File: src/rtl/muldiv_pkg.sv
// Shared types and constants for the RV64M multiply/divide unit.
package muldiv_pkg;

  localparam int MD_XLEN  = 64;
  localparam int MD_WLEN  = 32;
  localparam int MD_CNT_W = $clog2(MD_XLEN) + 1;

  typedef enum logic [3:0] {
    MD_MUL    = 4'd0,
    MD_MULH   = 4'd1,
    MD_MULHSU = 4'd2,
    MD_MULHU  = 4'd3,
    MD_DIV    = 4'd4,
    MD_DIVU   = 4'd5,
    MD_REM    = 4'd6,
    MD_REMU   = 4'd7
  } mdfunc_t;

  typedef enum logic [1:0] {
    IDLE = 2'd0,
    BUSY = 2'd1,
    DONE = 2'd2
  } state_t;

endpackage

File: src/rtl/div_iter.sv
// Restoring-division datapath on unsigned magnitudes, one quotient bit per step.
// Word operations pre-align the dividend into the top WLEN bits so that
// WLEN steps leave the quotient in the low WLEN bits.
module div_iter #(
  parameter int XLEN = 64,
  parameter int WLEN = 32
) (
  input  logic            clk,
  input  logic            reset,
  input  logic            load,
  input  logic            step,
  input  logic            is_32,
  input  logic [XLEN-1:0] dividend,
  input  logic [XLEN-1:0] divisor,
  output logic [XLEN-1:0] quo,
  output logic [XLEN-1:0] rem
);

  logic [XLEN-1:0] dvs;
  logic [XLEN:0]   shifted;
  logic [XLEN-1:0] diff;
  logic            ge;

  // Trial subtraction of the divisor from the shifted partial remainder.
  // When ge holds, the true difference is below the divisor, so the low
  // XLEN bits of the modular difference are exact.
  always_comb begin
    shifted = {rem, quo[XLEN-1]};
    diff    = shifted[XLEN-1:0] - dvs;
    ge      = (shifted >= {1'b0, dvs});
  end

  // Remainder/quotient registers: load on accept, one restoring step per enable.
  always_ff @(posedge clk) begin
    if (!reset) begin
      quo <= '0;
      rem <= '0;
      dvs <= '0;
    end else if (load) begin
      rem <= '0;
      dvs <= divisor;
      quo <= is_32 ? {dividend[WLEN-1:0], {(XLEN-WLEN){1'b0}}} : dividend;
    end else if (step) begin
      quo <= {quo[XLEN-2:0], ge};
      rem <= ge ? diff : shifted[XLEN-1:0];
    end
  end

endmodule

File: src/rtl/alu_muldiv.sv
// Multi-cycle RV64M multiply/divide unit with valid/ready on both sides.
// Optional build macro ALU_MULDIV_FAST_MUL_EN: multiplies use a single-cycle
// combinational multiplier; divides stay iterative.
//
// state | meaning
// IDLE  | ready for a request
// BUSY  | iterating, one radix-2 step per cycle
// DONE  | result held on c until out_ready or flush
module alu_muldiv
  import muldiv_pkg::*;
#(
  parameter int XLEN = MD_XLEN,
  parameter int WLEN = MD_WLEN
) (
  input  logic            clk,
  input  logic            reset,
  input  logic            in_valid,
  output logic            in_ready,
  input  logic [XLEN-1:0] a,
  input  logic [XLEN-1:0] b,
  input  mdfunc_t         mdfunc,
  input  logic            is_32instr,
  input  logic            flush,
  output logic            out_valid,
  input  logic            out_ready,
  output logic [XLEN-1:0] c,
  output logic            busy
);

  localparam int CNT_W = $clog2(XLEN) + 1;

  state_t            state, state_nxt;
  logic              accept, step;
  logic [CNT_W-1:0]  cnt;

  logic              a_sgn_en, b_sgn_en, is_div_in, is_sdiv_in;
  logic [WLEN-1:0]   a_w, b_w;
  logic [XLEN-1:0]   a_ext, a_mag, b_mag;
  logic              a_neg, b_neg;
  logic              b_zero, a_min, b_m1, dz_in, ov_in, fast_mul_in;

  mdfunc_t           op_q;
  logic              w_q, a_neg_q, b_neg_q, dz_q, ov_q;
  logic [XLEN-1:0]   a_ext_q;
  logic [2*XLEN-1:0] acc, mcand;
  logic [XLEN-1:0]   mplier;

  logic [XLEN-1:0]   quo, rem;
  logic [2*XLEN-1:0] mul_prod;
  logic [XLEN-1:0]   quo_s, rem_s, res, res_fmt;

  // Operation class and operand signedness from the request.
  always_comb begin
    a_sgn_en   = 1'b0;
    b_sgn_en   = 1'b0;
    is_div_in  = 1'b0;
    is_sdiv_in = 1'b0;
    case (mdfunc)
      MD_MULH:   begin a_sgn_en = 1'b1; b_sgn_en = 1'b1; end
      MD_MULHSU: a_sgn_en = 1'b1;
      MD_DIV, MD_REM: begin
        is_div_in  = 1'b1;
        is_sdiv_in = 1'b1;
        a_sgn_en   = 1'b1;
        b_sgn_en   = 1'b1;
      end
      MD_DIVU, MD_REMU: is_div_in = 1'b1;
      default: ;
    endcase
  end

  // Operand magnitudes, signs and divide special-case detection at the active width.
  always_comb begin
    a_w = a[WLEN-1:0];
    b_w = b[WLEN-1:0];
    if (is_32instr) begin
      a_neg  = a_sgn_en & a_w[WLEN-1];
      b_neg  = b_sgn_en & b_w[WLEN-1];
      a_ext  = {{(XLEN-WLEN){a_w[WLEN-1]}}, a_w};
      a_mag  = {{(XLEN-WLEN){1'b0}}, (a_neg ? -a_w : a_w)};
      b_mag  = {{(XLEN-WLEN){1'b0}}, (b_neg ? -b_w : b_w)};
      b_zero = (b_w == '0);
      a_min  = (a_w == {1'b1, {(WLEN-1){1'b0}}});
      b_m1   = &b_w;
    end else begin
      a_neg  = a_sgn_en & a[XLEN-1];
      b_neg  = b_sgn_en & b[XLEN-1];
      a_ext  = a;
      a_mag  = a_neg ? -a : a;
      b_mag  = b_neg ? -b : b;
      b_zero = (b == '0);
      a_min  = (a == {1'b1, {(XLEN-1){1'b0}}});
      b_m1   = &b;
    end
    dz_in = is_div_in & b_zero;
    ov_in = is_sdiv_in & a_min & b_m1;
  end

`ifdef ALU_MULDIV_FAST_MUL_EN
  logic [2*XLEN-1:0] fast_prod;
  assign fast_mul_in = (mdfunc == MD_MUL) || (mdfunc == MD_MULH) ||
                       (mdfunc == MD_MULHSU) || (mdfunc == MD_MULHU);
  assign fast_prod   = {{XLEN{1'b0}}, a_mag} * {{XLEN{1'b0}}, b_mag};
`else
  assign fast_mul_in = 1'b0;
`endif

  // State register.
  always_ff @(posedge clk) begin
    if (!reset) state <= IDLE;
    else        state <= state_nxt;
  end

  // Next state; flush wins over a new request and over out_ready.
  always_comb begin
    state_nxt = state;
    accept    = 1'b0;
    step      = 1'b0;
    case (state)
      IDLE: if (in_valid && !flush) begin
        accept    = 1'b1;
        state_nxt = (dz_in || ov_in || fast_mul_in) ? DONE : BUSY;
      end
      BUSY: if (flush) begin
        state_nxt = IDLE;
      end else begin
        step = 1'b1;
        if (cnt == CNT_W'(1)) state_nxt = DONE;
      end
      DONE: if (flush || out_ready) state_nxt = IDLE;
      default: state_nxt = IDLE;
    endcase
  end

  // Request capture, step down-counter and shift-add multiplier.
  always_ff @(posedge clk) begin
    if (!reset) begin
      op_q    <= MD_MUL;
      w_q     <= 1'b0;
      a_neg_q <= 1'b0;
      b_neg_q <= 1'b0;
      dz_q    <= 1'b0;
      ov_q    <= 1'b0;
      a_ext_q <= '0;
      cnt     <= '0;
      acc     <= '0;
      mcand   <= '0;
      mplier  <= '0;
    end else if (accept) begin
      op_q    <= mdfunc;
      w_q     <= is_32instr;
      a_neg_q <= a_neg;
      b_neg_q <= b_neg;
      dz_q    <= dz_in;
      ov_q    <= ov_in;
      a_ext_q <= a_ext;
      cnt     <= is_32instr ? CNT_W'(WLEN) : CNT_W'(XLEN);
      mcand   <= {{XLEN{1'b0}}, a_mag};
      mplier  <= b_mag;
`ifdef ALU_MULDIV_FAST_MUL_EN
      acc     <= fast_mul_in ? fast_prod : '0;
`else
      acc     <= '0;
`endif
    end else if (step) begin
      cnt    <= cnt - CNT_W'(1);
      if (mplier[0]) acc <= acc + mcand;
      mcand  <= mcand << 1;
      mplier <= mplier >> 1;
    end
  end

  div_iter #(
    .XLEN (XLEN),
    .WLEN (WLEN)
  ) u_div_iter (
    .clk      (clk),
    .reset    (reset),
    .load     (accept),
    .step     (step),
    .is_32    (is_32instr),
    .dividend (a_mag),
    .divisor  (b_mag),
    .quo      (quo),
    .rem      (rem)
  );

  // Sign correction of magnitude results and per-operation result select.
  always_comb begin
    mul_prod = (a_neg_q ^ b_neg_q) ? -acc : acc;
    quo_s    = (a_neg_q ^ b_neg_q) ? -quo : quo;
    rem_s    = a_neg_q ? -rem : rem;
    res      = '0;
    case (op_q)
      MD_MUL: res = mul_prod[XLEN-1:0];
      MD_MULH, MD_MULHSU, MD_MULHU:
        res = w_q ? XLEN'(mul_prod[2*WLEN-1:WLEN]) : mul_prod[2*XLEN-1:XLEN];
      MD_DIV, MD_DIVU: res = dz_q ? '1 : (ov_q ? a_ext_q : quo_s);
      MD_REM, MD_REMU: res = dz_q ? a_ext_q : (ov_q ? '0 : rem_s);
      default: res = '0;
    endcase
    res_fmt = w_q ? {{(XLEN-WLEN){res[WLEN-1]}}, res[WLEN-1:0]} : res;
  end

  assign in_ready  = (state == IDLE);
  assign busy      = (state != IDLE);
  assign out_valid = (state == DONE);
  assign c         = (state == DONE) ? res_fmt : '0;

endmodule

File: config.mk
export PLATFORM = sky130hd
export DESIGN_NAME = alu_muldiv
export DESIGN_NICKNAME = d
export VERILOG_FILES = /design/src/rtl/muldiv_pkg.sv /design/src/rtl/div_iter.sv /design/src/rtl/alu_muldiv.sv
export SDC_FILE = /design/constraint.sdc
export NUM_CORES = 2
export LEC_CHECK = 0
export CAP_MARGIN = 10
export CORE_UTILIZATION = 50
export CTS_CLUSTER_DIAMETER = 80
export DETAILED_ROUTE_END_ITERATION = 12
export PLACE_DENSITY = 0.68
export SYNTH_ARGS = -nofsm -noshare
export SYNTH_HDL_FRONTEND = slang
export SYNTH_SLANG_ARGS = --single-unit
File: constraint.sdc
create_clock -name clk -period 4.45 [get_ports clk]
set_input_delay 0.6675 -clock clk [delete_from_list [all_inputs] [get_ports clk]]
set_output_delay 0.6675 -clock clk [all_outputs]
set_load 0.05 [all_outputs]
==> flow_metrics.tcl <==
set metrics [dict create \
    violations "setup timing" \
    ir_worst_vdd_v 0.000299 \
    vias 55089 \
    overflow 0 \
    drv_slew 0 \
    syn_nets 7021 \
    async_flop_share 0 \
    setup_viol 62 \
    syn_inst 6682 \
    yosysMostFrequentCell "nand2_1" \
    p_per_area_mw_per_mm2 289 \
    ioPinCount 205 \
    max_slew_margin 0.160 \
    antenna_found_initial 6 \
    ys_ff_latch 594 \
    dp_hpwl_um 174000 \
    fillers 8512 \
    synth_compound_area_frac 0.296 \
    hp-class "in2reg" \
    min_to "u_div_iter.dvs[37]$_SDFFE_PN0P_" \
    synth.largest_area_cell "dfxtp_1" \
    synth_xor_area_frac 0.105 \
    dp_slack_ps -88.8 \
    diodes 0 \
    crit_arrival_ps 4420 \
    regArea_sq_mm 0.0119 \
    vias_per_cell 6.59 \
    grt_max_degree 117 \
    p_total_mw 16.8 \
    hold_depth 3 \
    netlist.area_leader.share 0.254 \
    skew_ps 38.2 \
    place_area_sq_mm 0.0532 \
    clock_path_buffers 3 \
    synth_top_family_by_area "compound AO/OA/AOI/OAI gates" \
    min_from "reset" \
    ant_nets 0 \
    core_area_sq_mm 0.0922 \
    tns_ps -21210 \
    die_h_um 308 \
    start_kind "flop" \
    die_area_sq_mm 0.0949 \
    avgSynthCellArea_sq_um 7.01 \
    synth_area_leaders "dfxtp_1, a21oi_1, nand2_1" \
    netlist_area_sq_mm 0.0468 \
    layout-drive-gt1-share 0.154 \
    cts.sinks 594 \
    cts_max_level 3 \
    cts_buffers 76 \
    status "finished, violations left" \
    yosys_warnings 0 \
    grt_pass1_vias 49817 \
    cap_viol_max_count 0 \
    r2r_end "acc[123]$_SDFFE_PP0P_" \
    routed_wl_um 226000 \
    r2r_slack_ps 90 \
    final_cell_count_no_fill 8359 \
    area_growth_pct 24.2 \
    io_buffers 204 \
    drt_first_pass_iters 9 \
    clk_pin_slew_ps 70 \
    crit_required_ps 3780 \
    synth-simple-area-share 0.229 \
    cts_hold_buf 0 \
    seq_area_frac_synth 0.254 \
    fin_area_sq_mm 0.0582 \
    setup_slack_ps -636 \
    final_nets 7395 \
    reg2reg_from "acc[66]$_SDFFE_PP0P_" \
    start_util 0.508 \
    drc 0 \
    fin_hold_ws_ps 415 \
    tightest_slew_ps 1250 \
    cts_tree "built" \
    grt_setup_unrepaired "yes" \
    crit_type "reg2out" \
    finalHoldViolations 0 \
    cp-end-kind "output pin" \
    grt_pass1_wl_um 327000 \
    wire_per_inst_um 27.1 \
    synth_edf_count 0 \
    muxShareOfSynthArea 0.0127 \
    gr-usage-all-layers 0.460 \
    ys_types 92 \
    layout_min_cycle_time_ps 5090 \
    clock.fmax_mhz 197 \
    worstRegToRegCells 14 \
    synth-adder-area-share 0.0540 \
    yosys-top-cells-count "nand2_1, a21oi_1, o21ai_0, dfxtp_1, nor2_1" \
    multi_input_area_sq_mm 0.0344 \
    post-route-period-util 1.14 \
    drtIter0Drc 7778 \
    post-place-cells 8163 \
    clk_latency_ps 700 \
    p_leak_nw 22.8 \
    die_w_um 308 \
    post-route-util 0.631 \
    place.gp.congestion 1.11 \
    row_count 111 \
    crit_fanout 6 \
    synth_top_flop_cell "dfxtp_1" \
    root_buffer "clkbuf_16" \
]
## layout make-up
cell class	instances	share of cell area
multi-input cells	5475	0.592
repair buffers	748	0.120
clock inverters	37	0.00994
well taps	1243	0.0267
inverters	161	0.0104
clock buffers	101	0.0366
flip-flops and latches	594	0.205
## critical path, stage by stage, from the launching register on
cell and delay (ps):
dfxtp_2 320, or4_4 550, nor4_4 280, buf_4 170, nand4_4 130, buf_6 160, buf_6 120, nor2_1 130
a21oi_1 100, xnor2_1 600, o211ai_1 270, a221oi_1 440, nor2_1 150, buf_4 170, buf_12 140
## logic make-up (layout without fill, tap and decap cells)
logic type / Yosys count / in the layout
compound gates: 2296 / 2296
xor+xnor: 559 / 559
fa+ha+maj: 201 / 201
buf+inv: 613 / 1047
flops: 594 / 594
mux: 55 / 55
simple gates: 2364 / 2364
## power breakdown
group / switching, mW / total, mW / internal, mW / leakage [nW]
clock network: 2.77 / 6.82 / 4.05 / 1.32
logic: 2.61 / 4.14 / 1.52 / 16.7
registers: 0.291 / 5.85 / 5.55 / 4.84
total: 5.68 / 16.8 / 11.1 / 22.8
## worst max-delay path by stage
stage	start	end	slack [ps]	cells after the start
finish	acc[15]$_SDFFE_PP0P_	c[35]	-640	14
global route	acc[58]$_SDFFE_PP0P_	c[48]	-660	13
CTS	acc[58]$_SDFFE_PP0P_	c[48]	-510	13
detailed placement	acc[36]$_SDFFE_PP0P_	c[35]	-90	14
global placement	u_div_iter.quo[63]$_SDFFE_PN0P_	u_div_iter.rem[58]$_SDFFE_PP0P_	-40	16
floorplan	acc[58]$_SDFFE_PP0P_	c[48]	-10	13
## repair_timing
action                     4_1_cts  5_1_grt
buffers inserted                44       20
gates resized for setup        255      108
setup endpoints to repair       66       69
pin swaps                       98       87
gates cloned                     2        1
## per-layer routing
metal | global-route usage | vias to the layer above | routed length (um)
met2 | 0.683 | 3517 | 93400
met3 | 0.105 | 786 | 25300
met1 | 0.582 | 26031 | 86800
li1 | - | 24749 | -
met4 | 0.336 | 6 | 20600
met5 | 0 | - | 47
## registers in the layout (all words and copies together) (netlist names)
name	flops
cnt	7
dz_q	1
ov_q	1
mplier	64
b_neg_q	1
u_div_iter.dvs	64
w_q	1
a_neg_q	1
u_div_iter.rem	64
acc	128
state	2
u_div_iter.quo	64
op_q	4
mcand	128
a_ext_q	64
## placed cells by master, fill, tap and decap left out, types with 51 or more instances in the layout
| cell type | instances |
|---|---|
| a211oi_1 | 57 |
| a21o_1 | 102 |
| a21oi_1 | 793 |
| a311oi_1 | 57 |
| a31oi_1 | 135 |
| buf_12 | 67 |
| buf_4 | 506 |
| clkbuf_16 | 77 |
| clkdlybuf4s50_1 | 138 |
| dfxtp_1 | 581 |
| ha_1 | 198 |
| inv_1 | 158 |
| nand2_1 | 1065 |
| nand2b_1 | 64 |
| nand3_1 | 85 |
| nand4_1 | 100 |
| nor2_1 | 495 |
| nor3_1 | 154 |
| nor4_1 | 52 |
| o21ai_0 | 565 |
| o21bai_1 | 53 |
| o31ai_1 | 59 |
| or3_1 | 51 |
| xnor2_1 | 275 |
| xor2_1 | 249 |
(Power assumes the default switching activity.)
